<file path="src/rtl/qkv_pkg.sv">
// Shared types and constants for the Q/K/V sequencer.
//   state_t   : sequencer FSM states
//   tag_t     : {blk, tok, last} carried beside the engine
//   res_t     : result FIFO entry {q, k, v, blk, tok, last}
//   clamp_blk_cnt : maps a raw block count onto the legal range 1..NUM_BLK_MAX
package qkv_pkg;

  localparam int DATA_W      = 16;
  localparam int SEQ_LEN     = 30;
  localparam int TI_W        = $clog2(SEQ_LEN);
  localparam int NUM_BLK_MAX = 3;
  localparam int BLK_W       = 2;
  localparam int ENG_LAT     = 1;
  localparam int FIFO_DEPTH  = 4;
  localparam int CRED_W      = $clog2(FIFO_DEPTH + 1);
  // Window after reset in which untagged engine results are silently dropped.
  localparam int GUARD_W     = $clog2(ENG_LAT + 2);

  localparam logic [TI_W-1:0]    TOK_LAST   = TI_W'(SEQ_LEN - 1);
  localparam logic [CRED_W-1:0]  CRED_MAX   = CRED_W'(FIFO_DEPTH);
  localparam logic [GUARD_W-1:0] GUARD_INIT = GUARD_W'(ENG_LAT + 1);

  typedef enum logic [1:0] {
    IDLE  = 2'd0,
    RUN   = 2'd1,
    DRAIN = 2'd2,
    DONE  = 2'd3
  } state_t;

  typedef struct packed {
    logic [BLK_W-1:0] blk;
    logic [TI_W-1:0]  tok;
    logic             last;
  } tag_t;

  typedef struct packed {
    logic [DATA_W-1:0] q;
    logic [DATA_W-1:0] k;
    logic [DATA_W-1:0] v;
    logic [BLK_W-1:0]  blk;
    logic [TI_W-1:0]   tok;
    logic              last;
  } res_t;

  localparam int RES_W = $bits(res_t);

  function automatic logic [BLK_W-1:0] clamp_blk_cnt(input logic [BLK_W-1:0] cnt);
    if (cnt == '0) return BLK_W'(1);
    if (cnt > BLK_W'(NUM_BLK_MAX)) return BLK_W'(NUM_BLK_MAX);
    return cnt;
  endfunction

endpackage

</file>
<file path="src/rtl/qkv_res_fifo.sv">
// Result FIFO, FIFO_DEPTH entries. The head entry is read straight out of the
// storage flops, so a push is visible on dout the cycle after it is written.
//   push/din  : write request and entry; ignored when full
//   pop       : read request; ignored when empty
//   dout      : head entry, stable until popped
//   full/empty: occupancy flags
module qkv_res_fifo
  import qkv_pkg::*;
(
  input  logic             clk,
  input  logic             rst_n,
  input  logic             push,
  input  logic [RES_W-1:0] din,
  input  logic             pop,
  output logic [RES_W-1:0] dout,
  output logic             full,
  output logic             empty
);

  localparam int PTR_W = $clog2(FIFO_DEPTH);

  logic [RES_W-1:0] mem [FIFO_DEPTH];
  logic [PTR_W-1:0] wr_ptr;
  logic [PTR_W-1:0] rd_ptr;
  logic [PTR_W:0]   count;
  logic             do_push;
  logic             do_pop;

  assign full    = (count == (PTR_W + 1)'(FIFO_DEPTH));
  assign empty   = (count == '0);
  assign do_push = push && !full;
  assign do_pop  = pop && !empty;
  assign dout    = mem[rd_ptr];

  always_ff @(posedge clk or negedge rst_n) begin
    if (!rst_n) begin
      for (int i = 0; i < FIFO_DEPTH; i++) mem[i] <= '0;
      wr_ptr <= '0;
      rd_ptr <= '0;
      count  <= '0;
    end else begin
      if (do_push) begin
        mem[wr_ptr] <= din;
        wr_ptr      <= wr_ptr + PTR_W'(1);
      end
      if (do_pop) rd_ptr <= rd_ptr + PTR_W'(1);
      case ({do_push, do_pop})
        2'b10:   count <= count + (PTR_W + 1)'(1);
        2'b01:   count <= count - (PTR_W + 1)'(1);
        default: count <= count;
      endcase
    end
  end

endmodule

</file>
<file path="src/rtl/qkv_seq_ctrl.sv">
// Q/K/V projection sequencer. Streams SEQ_LEN tokens per weight block into the
// engine, tags each result with {blk, tok, last} and buffers it for the
// attention stage behind a credit counter that never over-commits the FIFO.
//   start/cfg_blk_cnt        : sequence launch and block count (IDLE only)
//   tok_*                    : upstream token handshake (tokens replayed per block)
//   eng_data_in*/block_sel   : registered engine issue port
//   eng_query/key/value/out_valid : engine results, ENG_LAT after issue
//   res_*                    : downstream result handshake
//   busy/done/err            : status; err is sticky until the next start
//
// state | meaning
// IDLE  | waiting for start
// RUN   | issuing tokens while credits remain
// DRAIN | last token issued, waiting for every result to be popped
// DONE  | one-cycle completion pulse
module qkv_seq_ctrl
  import qkv_pkg::*;
(
  input  logic              clk,
  input  logic              rst_n,
  input  logic              start,
  input  logic [1:0]        cfg_blk_cnt,
  input  logic [DATA_W-1:0] tok_data,
  input  logic              tok_valid,
  output logic              tok_ready,
  output logic [DATA_W-1:0] eng_data_in,
  output logic              eng_data_in_valid,
  output logic [1:0]        eng_block_sel,
  input  logic [DATA_W-1:0] eng_query,
  input  logic [DATA_W-1:0] eng_key,
  input  logic [DATA_W-1:0] eng_value,
  input  logic              eng_data_out_valid,
  output logic [DATA_W-1:0] res_q,
  output logic [DATA_W-1:0] res_k,
  output logic [DATA_W-1:0] res_v,
  output logic [1:0]        res_blk,
  output logic [TI_W-1:0]   res_tok,
  output logic              res_last,
  output logic              res_valid,
  input  logic              res_ready,
  output logic              busy,
  output logic              done,
  output logic              err
);

  state_t              state, state_nxt;
  logic [TI_W-1:0]     tok_idx;
  logic [BLK_W-1:0]    blk_idx;
  logic [BLK_W-1:0]    blk_cnt;
  logic [CRED_W-1:0]   credit, credit_nxt;
  logic [GUARD_W-1:0]  guard;
  logic [TI_W-1:0]     eng_tok;
  logic                eng_last;
  logic                tag_vld [ENG_LAT];
  tag_t                tag     [ENG_LAT];
  logic                start_ok, issue, pop, seq_last;
  logic                tag_hit, push, err_set;
  logic                fifo_full, fifo_empty;
  res_t                fifo_din, fifo_dout;

  assign start_ok = (state == IDLE) && start;
  assign seq_last = (tok_idx == TOK_LAST) && (blk_idx == blk_cnt - BLK_W'(1));
  assign res_valid = !fifo_empty;

  always_comb begin
    state_nxt  = state;
    tok_ready  = 1'b0;
    busy       = (state != IDLE);
    done       = (state == DONE);
    if (state == RUN && credit != '0) tok_ready = 1'b1;
    issue      = tok_ready && tok_valid;
    pop        = res_valid && res_ready;
    credit_nxt = credit;
    if (issue && !pop)      credit_nxt = credit - CRED_W'(1);
    else if (pop && !issue) credit_nxt = credit + CRED_W'(1);
    case (state)
      IDLE:    if (start) state_nxt = RUN;
      RUN:     if (issue && seq_last) state_nxt = DRAIN;
      // Looking at next-cycle credit lets done follow the final pop directly.
      DRAIN:   if (credit_nxt == CRED_MAX) state_nxt = DONE;
      DONE:    state_nxt = IDLE;
      default: state_nxt = IDLE;
    endcase
  end

  always_ff @(posedge clk or negedge rst_n) begin
    if (!rst_n) begin
      state  <= IDLE;
      credit <= CRED_MAX;
    end else begin
      state  <= state_nxt;
      credit <= credit_nxt;
    end
  end

  always_ff @(posedge clk or negedge rst_n) begin
    if (!rst_n) begin
      tok_idx <= '0;
      blk_idx <= '0;
      blk_cnt <= '0;
    end else if (start_ok) begin
      tok_idx <= '0;
      blk_idx <= '0;
      blk_cnt <= clamp_blk_cnt(cfg_blk_cnt);
    end else if (issue) begin
      if (tok_idx == TOK_LAST) begin
        tok_idx <= '0;
        blk_idx <= seq_last ? '0 : blk_idx + BLK_W'(1);
      end else begin
        tok_idx <= tok_idx + TI_W'(1);
      end
    end
  end

  always_ff @(posedge clk or negedge rst_n) begin
    if (!rst_n) begin
      eng_data_in_valid <= 1'b0;
      eng_data_in       <= '0;
      eng_block_sel     <= '0;
      eng_tok           <= '0;
      eng_last          <= 1'b0;
    end else begin
      eng_data_in_valid <= issue;
      if (issue) begin
        eng_data_in   <= tok_data;
        eng_block_sel <= blk_idx;
        eng_tok       <= tok_idx;
        eng_last      <= seq_last;
      end
    end
  end

  // Tags ride ENG_LAT stages behind the issue register so they meet the result.
  always_ff @(posedge clk or negedge rst_n) begin
    if (!rst_n) begin
      for (int i = 0; i < ENG_LAT; i++) begin
        tag_vld[i] <= 1'b0;
        tag[i]     <= '0;
      end
    end else begin
      tag_vld[0]   <= eng_data_in_valid;
      tag[0].blk   <= eng_block_sel;
      tag[0].tok   <= eng_tok;
      tag[0].last  <= eng_last;
      for (int i = 1; i < ENG_LAT; i++) begin
        tag_vld[i] <= tag_vld[i-1];
        tag[i]     <= tag[i-1];
      end
    end
  end

  assign tag_hit = tag_vld[ENG_LAT-1];
  assign push    = eng_data_out_valid && tag_hit && !fifo_full;
  // Untagged results inside the post-reset window belong to a killed sequence.
  assign err_set = eng_data_out_valid && (tag_hit ? fifo_full : (guard == '0));

  always_ff @(posedge clk or negedge rst_n) begin
    if (!rst_n) begin
      guard <= GUARD_INIT;
      err   <= 1'b0;
    end else begin
      if (guard != '0) guard <= guard - GUARD_W'(1);
      if (start_ok)     err <= 1'b0;
      else if (err_set) err <= 1'b1;
    end
  end

  always_comb begin
    fifo_din      = '0;
    fifo_din.q    = eng_query;
    fifo_din.k    = eng_key;
    fifo_din.v    = eng_value;
    fifo_din.blk  = tag[ENG_LAT-1].blk;
    fifo_din.tok  = tag[ENG_LAT-1].tok;
    fifo_din.last = tag[ENG_LAT-1].last;
  end

  qkv_res_fifo u_res_fifo (
    .clk   (clk),
    .rst_n (rst_n),
    .push  (push),
    .din   (fifo_din),
    .pop   (pop),
    .dout  (fifo_dout),
    .full  (fifo_full),
    .empty (fifo_empty)
  );

  assign res_q    = fifo_dout.q;
  assign res_k    = fifo_dout.k;
  assign res_v    = fifo_dout.v;
  assign res_blk  = fifo_dout.blk;
  assign res_tok  = fifo_dout.tok;
  assign res_last = fifo_dout.last;

endmodule

</file>
<file path="config.mk">
export PLATFORM = sky130hd
export DESIGN_NAME = qkv_seq_ctrl
export DESIGN_NICKNAME = d
export VERILOG_FILES = /design/src/rtl/qkv_pkg.sv /design/src/rtl/qkv_res_fifo.sv /design/src/rtl/qkv_seq_ctrl.sv
export SDC_FILE = /design/constraint.sdc
export NUM_CORES = 1
export LEC_CHECK = 0
export CAP_MARGIN = 40
export CORE_MARGIN = 1
export CORE_UTILIZATION = 28
export DETAILED_ROUTE_END_ITERATION = 16
export PLACE_DENSITY = 0.54
export SLEW_MARGIN = 25
export SYNTH_ARGS = -nofsm -noshare
export SYNTH_HDL_FRONTEND = slang
export SYNTH_SLANG_ARGS = --single-unit
</file>
<file path="constraint.sdc">
create_clock -name clk -period 2.67 [get_ports clk]
set_input_delay 0.267 -clock clk [delete_from_list [all_inputs] [get_ports clk]]
set_output_delay 0.267 -clock clk [all_outputs]
set_load 0.05 [all_outputs]
</file>
Yosys cells after proc, flatten, opt, wreduce, memory -nomap -nowiden:

Index checks and enable logic that the tools add are counted.

* add/subtract/negate cells: 10
* equal/unequal tests: 12
* multiplexer cells: 33
* reductions and logical operators: 31
* order comparisons: 4
* bitwise gates (word level): 2

Operators with widths (number)
* 224-bit bitwise mux: 1
* 56-bit 2-to-1 mux: 3
* 56-bit binary-select mux with 2-bit select: 1
* 56-bit demux with 2-bit select: 1
* 2-bit 2-to-1 mux: 11
* 5-bit 2-to-1 mux: 3
* 1-bit logical AND: 14
* 2-bit nonzero test: 6
* 1-bit 2-to-1 mux: 9
* 2-bit case mux with 4 select lines: 1
* 2-bit by 1-bit adder with 2-bit output, second input constant: 3
* 3-bit by 1-bit adder with 3-bit output, second input constant: 2
* 2-bit == test, second input constant: 3
* 3-bit == test, second input constant: 2
* 3-bit greater-or-equal comparator, second input constant: 2
* 2-bit logical NOT: 3
* 3-bit 2-to-1 mux: 2
* 2-bit NOT with 3-bit output: 2
* 3-bit case mux with 2 select lines: 1
* 3-bit by 1-bit subtractor with 3-bit output, second input constant: 2
* 5-bit by 1-bit adder with 5-bit output, second input constant: 1
* 5-bit == test, second input constant: 1
* 2-bit by 1-bit == test with 1-bit output, second input constant: 2
* 1-bit logical NOT: 4
* 10 further kinds: 12

* input bits: 72
* register bits: 282
* output and inout bits: 80
* word-level logic and storage cells: 115

Logic depth before layout (Yosys ltp):

Gate-level depths: netlist of the first run.

* depth in word-level cells: 11
* mapped depth: 10
* mapped depth without buffers: 9

Cells and area by module:

From an unflattened synthesis of the first run, not the netlist that was laid out.

* cells, all modules: 811
* area total of the unflattened synthesis: 12396.9 um^2

Modules (own cells, without submodules)
* qkv_res_fifo: area each 10123.5 um^2, times used 1, seq. area each 5780.5 um^2, cells each 581
* qkv_seq_ctrl: area each 2273.4 um^2, times used 1, seq. area each 1278.7 um^2, cells each 230

Worst setup path after synthesis of the first run:

OpenSTA, ideal clock, no wires.

* path kind: reg2reg
* start point: register credit[0]
* end point: register state[1]
* library setup time: 0.126 ns
* required time: 2.544 ns
* path slack: 0.595 ns
* arrival time: 1.948 ns
* clock period less this slack: 2.075 ns
* cell stages (with the launch flop): 10
* path buffers: 0
* cell sequence: dfrtp_1 inv_1 ha_1 ha_1 nand3b_4 inv_2 or4_1 o211ai_2 nand2_1 a311o_1

* cells in the longest elaborated chain, start to end: 11
* elaborated cells on any way between the ends: 16
* classes of those cells: add/sub: 2; eq/ne: 3; mux: 3; reduce/logical: 8

Ends and longest elaborated chain
* start, declared: RTL line qkv_seq_ctrl.sv:50 `logic [CRED_W-1:0] credit, credit_nxt;`
* start signal, assigned: RTL line qkv_seq_ctrl.sv:92 `credit <= credit_nxt;`
* 3-bit nonzero test: RTL line qkv_seq_ctrl.sv:70 `if (state == RUN && credit != '0) tok_ready = 1'b1;`
* 1-bit logical AND: RTL line qkv_seq_ctrl.sv:70
* 1-bit 2-to-1 mux: RTL line qkv_seq_ctrl.sv:70
* 1-bit logical AND: RTL line qkv_seq_ctrl.sv:71 `issue = tok_ready && tok_valid;`
* 1-bit logical NOT: RTL line qkv_seq_ctrl.sv:75 `else if (pop && !issue) credit_nxt = credit + CRED_W'(1);`
* 1-bit logical AND: RTL line qkv_seq_ctrl.sv:75
* 3-bit 2-to-1 mux: RTL line qkv_seq_ctrl.sv:75
* 3-bit 2-to-1 mux: RTL line qkv_seq_ctrl.sv:74 `if (issue && !pop) credit_nxt = credit - CRED_W'(1);`
* 3-bit == test: RTL line qkv_seq_ctrl.sv:80 `DRAIN: if (credit_nxt == CRED_MAX) state_nxt = DONE;`
* 2-bit != test (no source line)
* 3-bit AND reduction (no source line) (*)
* end signal, assigned: RTL line qkv_seq_ctrl.sv:91 `state <= state_nxt;`
* end, declared: RTL line qkv_seq_ctrl.sv:46 `state_t state, state_nxt;`

Every way passes the cells marked *; elsewhere a longest branch is shown, timed or not.
A chain may end at the register's enable or synchronous reset.

Worst setup path after layout of the first run:

* start point: register u_res_fifo.rd_ptr[1]
* end point: output port res_tok[2]

* cells in the longest elaborated chain, start to end: 4

Ends and longest elaborated chain
* start, declared: RTL line qkv_res_fifo.sv:24 `logic [PTR_W-1:0] rd_ptr;`
* start signal, assigned: RTL line qkv_res_fifo.sv:46 `if (do_pop) rd_ptr <= rd_ptr + PTR_W'(1);`
* 2-bit NOT with 3-bit output (implied by the code): RTL line qkv_res_fifo.sv:33 `assign dout = mem[rd_ptr];`
* 56-bit binary-select mux with 2-bit select: RTL line qkv_res_fifo.sv:33
* 56-bit 2-to-1 mux (implied by the code) (2 in series): RTL line qkv_res_fifo.sv:33
* end, declared: RTL line qkv_seq_ctrl.sv:37 `output logic [TI_W-1:0] res_tok,`

No other way between the ends. The select of a mux whose other input is x is not followed.

==> results of run 1 <==
-- cells in the mapped netlist, drive strengths merged, types with 3 or more instances --
master	instances	area share, %
dfrtp	280	57
mux2	226	21
nand2	82	2.5
mux4	56	10
buf	32	2.1
inv	21	0.64
ha	16	1.6
nor2	16	0.49
clkbuf	13	0.41
o21ai	11	0.45
a21oi	8	0.36
xnor2	7	0.50
nand3	4	0.16
nor3	4	0.16
nand4	3	0.15
xor2	3	0.21
-- stage by stage --
step,hold WS [ns],total power [mW],cells,util (%)
2_1_floorplan,-0.0286,14.5,810,-
3_3_place_gp,0.309,17.5,1531,33.8
3_5_place_dp,0.312,17.6,1531,33.8
4_1_cts,0.222,22.6,1594,36.6
5_1_grt,0.258,23.4,1594,36.6
6_report,0.267,22.2,1594,36.6
-- cell type report --
class	count	area (um^2)	area share, %
flip-flops and latches	282	7060	44.6
multi-input cells	462	4920	31.1
repair buffers	182	1810	11.4
clock buffers	49	1030	6.51
well taps	585	732	4.62
clock inverters	13	199	1.26
inverters	21	78.8	0.498
-- flip-flops by register name, indices dropped and copies added, names as in the netlist --
| name | cells |
|---|---|
| u_res_fifo.rd_ptr | 2 |
| blk_idx | 2 |
| state | 2 |
| u_res_fifo.count | 3 |
| eng_block_sel | 2 |
| credit | 3 |
| fifo_din | 8 |
| eng_data_in | 16 |
| eng_last | 1 |
| eng_tok | 5 |
| blk_cnt | 2 |
| u_res_fifo.mem | 224 |
| u_res_fifo.wr_ptr | 2 |
| tag_hit | 1 |
| eng_data_in_valid | 1 |
| err | 1 |
| guard | 2 |
| tok_idx | 5 |
-- logic make-up after synthesis --
family / synth area share, %
compound gates: 1.82
fa+ha+maj: 1.79
xor+xnor: 0.710
flops: 57.3
mux: 31.0
buf+inv: 3.12
simple gates: 4.28
-- worst max path at each step --
stage / start / endpoint / slack [ns]
final: u_res_fifo.rd_ptr[1] / res_tok[2] / 0.14
after global routing: u_res_fifo.rd_ptr[1] / res_tok[2] / 0.01
after CTS: u_res_fifo.rd_ptr[1] / res_tok[2] / 0.003
after detailed placement: credit[0] / blk_idx[1] / 0.37
after global placement: u_res_fifo.rd_ptr[0] / res_v[7] / 0.39
after floorplan: credit[0] / state[1] / 0.60
-- per-layer routing --
metal,global-route usage (%),wire (um),part of all wire (%)
met2,20.2,12900,46
met5,0,0,0
met4,4.30,542,1.9
met1,18.1,13300,48
met3,2.86,1160,4.2
-- report_power, final --
| group | leakage [nW] | switching, mW | internal (mW) |
|---|---|---|---|
| clock network | 0.601 | 1.82 | 3.18 |
| logic | 3.00 | 5.64 | 4.26 |
| registers | 3.48 | 1.08 | 6.18 |
| total | 7.07 | 8.53 | 13.6 |
-- critical path: stages (launching register included) --
cell     delay (ns)
dfrtp_2        0.51
buf_4          0.52
mux4_2         0.46
buf_4          0.22
-- what timing repair did --
action,4_1_cts,5_1_grt
setup buffers,0,0
hold buffers,1,0
gates resized for setup,25,1
pin swaps,0,0
endpoints found under the hold margin,59,0
endpoints found under the setup margin,25,1
==> impl_metrics.yaml, run 1 <==
status:
  status: "finished clean"
die:
  io_pins: 152
  die_y_um: 212
  core_um2: 43300
  dieArea_um2: 44900
  rows: 76
  initial_core_util_pct: 28.5
  die_w_um: 212
timing:
  rsz0062_at_grt: "false"
  post-route-period-util_pct: 94.7
  period_minus_slack_ns: 2.53
  clock_skew_ns: 0.0164
  slew_headroom_pct: 57.0
  tns_ns: 0
  timing.final.ws_setup_ns: 0.143
  max_freq_ghz: 0.396
  setup_viol: 0
  finalHoldViolations: 0
  tightest_slew_ns: 0.645
  drv_slew: 0
global_route:
  antenna_found_initial: 0
  overflow: 0
  grt_start_max_net_pins: 69
  grt_pass1_wl_mm: 44.7
  grt_pass1_vias: 7676
  track_usage_pct: 13.0
setup_path:
  start_kind: "register"
  r2r_cells: 9
  path_class: "register to output pin"
  arrival_ns: 2.26
  path_max_fanout: 29
  worstReg2RegEnd: "blk_idx[1]"
  endpoint_kind: "output pin"
  required_ns: 2.40
  r2r_start: "credit[0]"
  rrSetupSlack_ns: 0.36
yosys:
  synth_cell_type_count: 44
  synthFlopType: "dfrtp_1"
  synth_warnings: 0
  async_reset_ff_share_pct: 100
  yosys_register_bits: 282
  syn_nets: 899
  synth_area_um2: 12300
  ys_seq_area_share_pct: 57.3
  synthCells: 810
  synth_edf_count: 0
  synth_area_per_cell_um2: 15.2
layout:
  syn_to_final_growth_pct: 28.4
  final_cell_mix: "dfrtp_1, mux2_2, clkdlybuf4s50_1"
  nNetsFinal: 1073
  drive_gt1_share_pct: 41.3
  design_area_um2: 15800
  final_common_cell: "dfrtp_1"
  n_antenna_cell: 0
  n_fill_cell: 4174
route:
  postRouteAntennaNets: 0
  drt_first_iter_violations: 256
  routed_wl_mm: 27.9
  first_pass_iters: 4
  drc: 0
  viasPerCell: 4.48
  wl_per_cell_um: 17.5
  via_count: 7145
pwr:
  pwr_density_cell_nw_per_um2: 1400
  vdd_drop_max_mv: 0.750
  leakagePower_nw: 7.07
clocking:
  cts.clk_slew.worst_paths_ns: 0.06
  insertion_delay_ns: 0.52
  cts_buffers: 35
  clk_path_buf_depth: 3
  ctsHtreeMaxLevel: 2
  cts_root_buf: "clkbuf_16"
  cts_tree: "yes"
  cts.sinks: 282
placed_design:
  dpl_worst_slack_ns: 0.366
  globalplace.congestion: 0.723
  io_buffer_count: 151
  dpl.hpwl_mm: 17.6
  postPlaceCellArea_um2: 14600
hold_path:
  hold_start: "tok_data[15]"
  hp-class: "input pin to register"
  min_to: "eng_data_in[15]"
  worst_hold_path.num_cells: 3
flow_run:
  cap_violations: 0
(Power assumes the default switching activity.)
==> run 2, diff against run 1 <==
CTS_BUF_LIST = sky130_fd_sc_hd__clkbuf_8   (was not set)
PLACE_DENSITY = 0.55   (was 0.54)
clock period = 2.3 ns   (was 2.67 ns; I/O delays follow)
==> impl_metrics.yaml, run 2 (synthesis results as in run 1) <==
status:
  status: "complete, but fails checks"
  violations: "negative setup slack"
global_route:
  antenna_found_initial: 0
  grt_pass1_wl_mm: 45.1
  grt_pass1_vias: 7882
  grt_start_max_net_pins: 69
  track_usage_pct: 13.1
  overflow: 0
setup_path:
  crit_top_cell: "buf_12"
  arrival_ns: 2.13
  crit_chain: "buf_12, buf_16, mux4_2, buf_12"
  required_ns: 2.07
  rrSetupSlack_ns: 0.14
  worst-path-buf-inv: 3
  r2r_cells: 9
  path_max_fanout: 8
  path_class: "register to output pin"
  start_kind: "register"
  endpoint: "res_tok[4]"
  critPathMaxStageDelay_ns: 0.59
  slowest_stage: "mux4_2"
  path_delay_family: "multiplexers"
  setup.worst_path.start: "u_res_fifo.rd_ptr[0]"
  worstReg2RegEnd: "state[1]"
  r2r_start: "credit[0]"
  endpoint_kind: "output pin"
  crit_cells: 4
layout:
  seqCellArea_um2: 7070
  final_cell_mix: "dfrtp_1, mux2_2, clkdlybuf4s50_1"
  utilization_pct: 38.0
  nNetsFinal: 1106
  largest_reg_flops: 224
  drive_gt1_share_pct: 46.2
  top_register: "u_res_fifo.mem"
  n_antenna_cell: 0
  n_fill_cell: 4108
  syn_to_final_growth_pct: 33.4
  multiInputGateArea_um2: 4920
  final_common_cell: "dfrtp_1"
timing:
  max_freq_ghz: 0.423
  finalHoldViolations: 0
  setup_viol: 22
  period_minus_slack_ns: 2.36
  timing.final.ws_setup_ns: -0.0620
  tightest_slew_ns: 0.642
  clock_skew_ns: 0.0117
  rsz0062_at_grt: "true"
  slew_headroom_pct: 57.2
  post-route-period-util_pct: 103
  drv_slew: 0
die:
  core_um2: 43300
  die_y_um: 212
  rows: 76
  die_w_um: 212
  io_pins: 152
  initial_core_util_pct: 28.5
  dieArea_um2: 44900
clocking:
  cts.sinks: 282
  cts_tree: "yes"
  cts_root_buf: "clkbuf_8"
  cts.clk_slew.worst_paths_ns: 0.06
  insertion_delay_ns: 0.61
  clk_path_buf_depth: 3
  cts_buffers: 53
  ctsHtreeMaxLevel: 2
pwr:
  power.total_mw: 27.7
  pwr_density_cell_nw_per_um2: 1680
  leakagePower_nw: 7.39
  vdd_drop_max_mv: 0.953
route:
  via_count: 7328
  postRouteAntennaNets: 0
  first_pass_iters: 4
  routed_wl_mm: 28.2
  drt_first_iter_violations: 264
  viasPerCell: 4.46
  wl_per_cell_um: 17.1
  drc: 0
hold_path:
  hp-class: "input pin to register"
flow_run:
  cap_violations: 0
placed_design:
  io_buffer_count: 151
  dpl.hpwl_mm: 17.0
  globalplace.congestion: 0.718
run 2: changes by cell type in the layout (fill, tap and decap cells not counted), moves of 6 or more:
cell           change
buf_12            +28
clkbuf_8          +62
clkbuf_16         -37
dlygate4sd2_1     -25
clkbuf_1           -6
buf_8              +6
buf_4             -27
inv_1             +13
buf_6             +29
run 2: repair_timing:
action                                 CTS  global route
hold buffers                             1             0
gates cloned                             5             0
endpoints found under the hold margin  107             0
setup endpoints to repair               54            61
setup buffers                            9             4
resized for setup                       52             7
pin swaps                                0             0
run 2: how the worst min path moves through the flow:
stage	slack [ns]	depth (start not counted)	to	from
finish	0.14	3	eng_data_in[0]	tok_data[0]
floorplan	-0.07	0	blk_cnt[0]	rst_n
detailed placement	0.26	1	u_res_fifo.mem[161]	rst_n
global route	0.11	3	eng_data_in[8]	tok_data[8]
CTS	0.07	3	eng_data_in[0]	tok_data[0]
global placement	0.26	1	u_res_fifo.mem[161]	rst_n
run 2: cell type report:
class | instances | share of cell area (%)
clock inverter | 29 | 1.42
timing repair buffer | 197 | 15.1
multi-input combinational | 462 | 29.9
inverter | 21 | 0.479
clock buffer | 68 | 5.69
tap | 585 | 4.45
sequential | 282 | 43.0
run 2: metal layers:
layer	vias up	global-route usage, %	wire [um]
li1	3332	-	-
met1	3809	17.1	12900
met2	136	20.9	13300
met3	51	3.31	1360
met4	0	4.90	658
met5	-	0	0
run 2: worst register-to-register path, cell delays in order (launching register included):
cell	delay, ns
dfrtp_1	0.40
inv_1	0.08
ha_1	0.15
ha_2	0.19
nand3b_4	0.18
inv_2	0.08
or4_1	0.41
o211ai_2	0.10
nand2_1	0.10
a311o_1	0.36
run 2: power breakdown:
group / total [mW] / switching (mW) / leakage, nW / internal, mW
Sequential: 8.38 / 1.20 / 3.48 / 7.17
Combinational: 14.0 / 7.09 / 3.25 / 6.91
Clock: 5.30 / 2.20 / 0.656 / 3.10
run 2: stage by stage:
step | setup TNS [ns] | hold WS, ns | area [um^2] | setup slack, ns | cells
after floorplan | 0 | -0.0656 | 12300 | 0.225 | 810
after global placement | 0 | 0.256 | 14900 | 0.148 | 1529
after detailed placement | 0 | 0.258 | 14900 | 0.0770 | 1529
after CTS | -4.81 | 0.0719 | 16400 | -0.159 | 1641
after global routing | -5.70 | 0.112 | 16400 | -0.163 | 1644
final | -0.397 | 0.142 | 16400 | -0.0620 | 1644
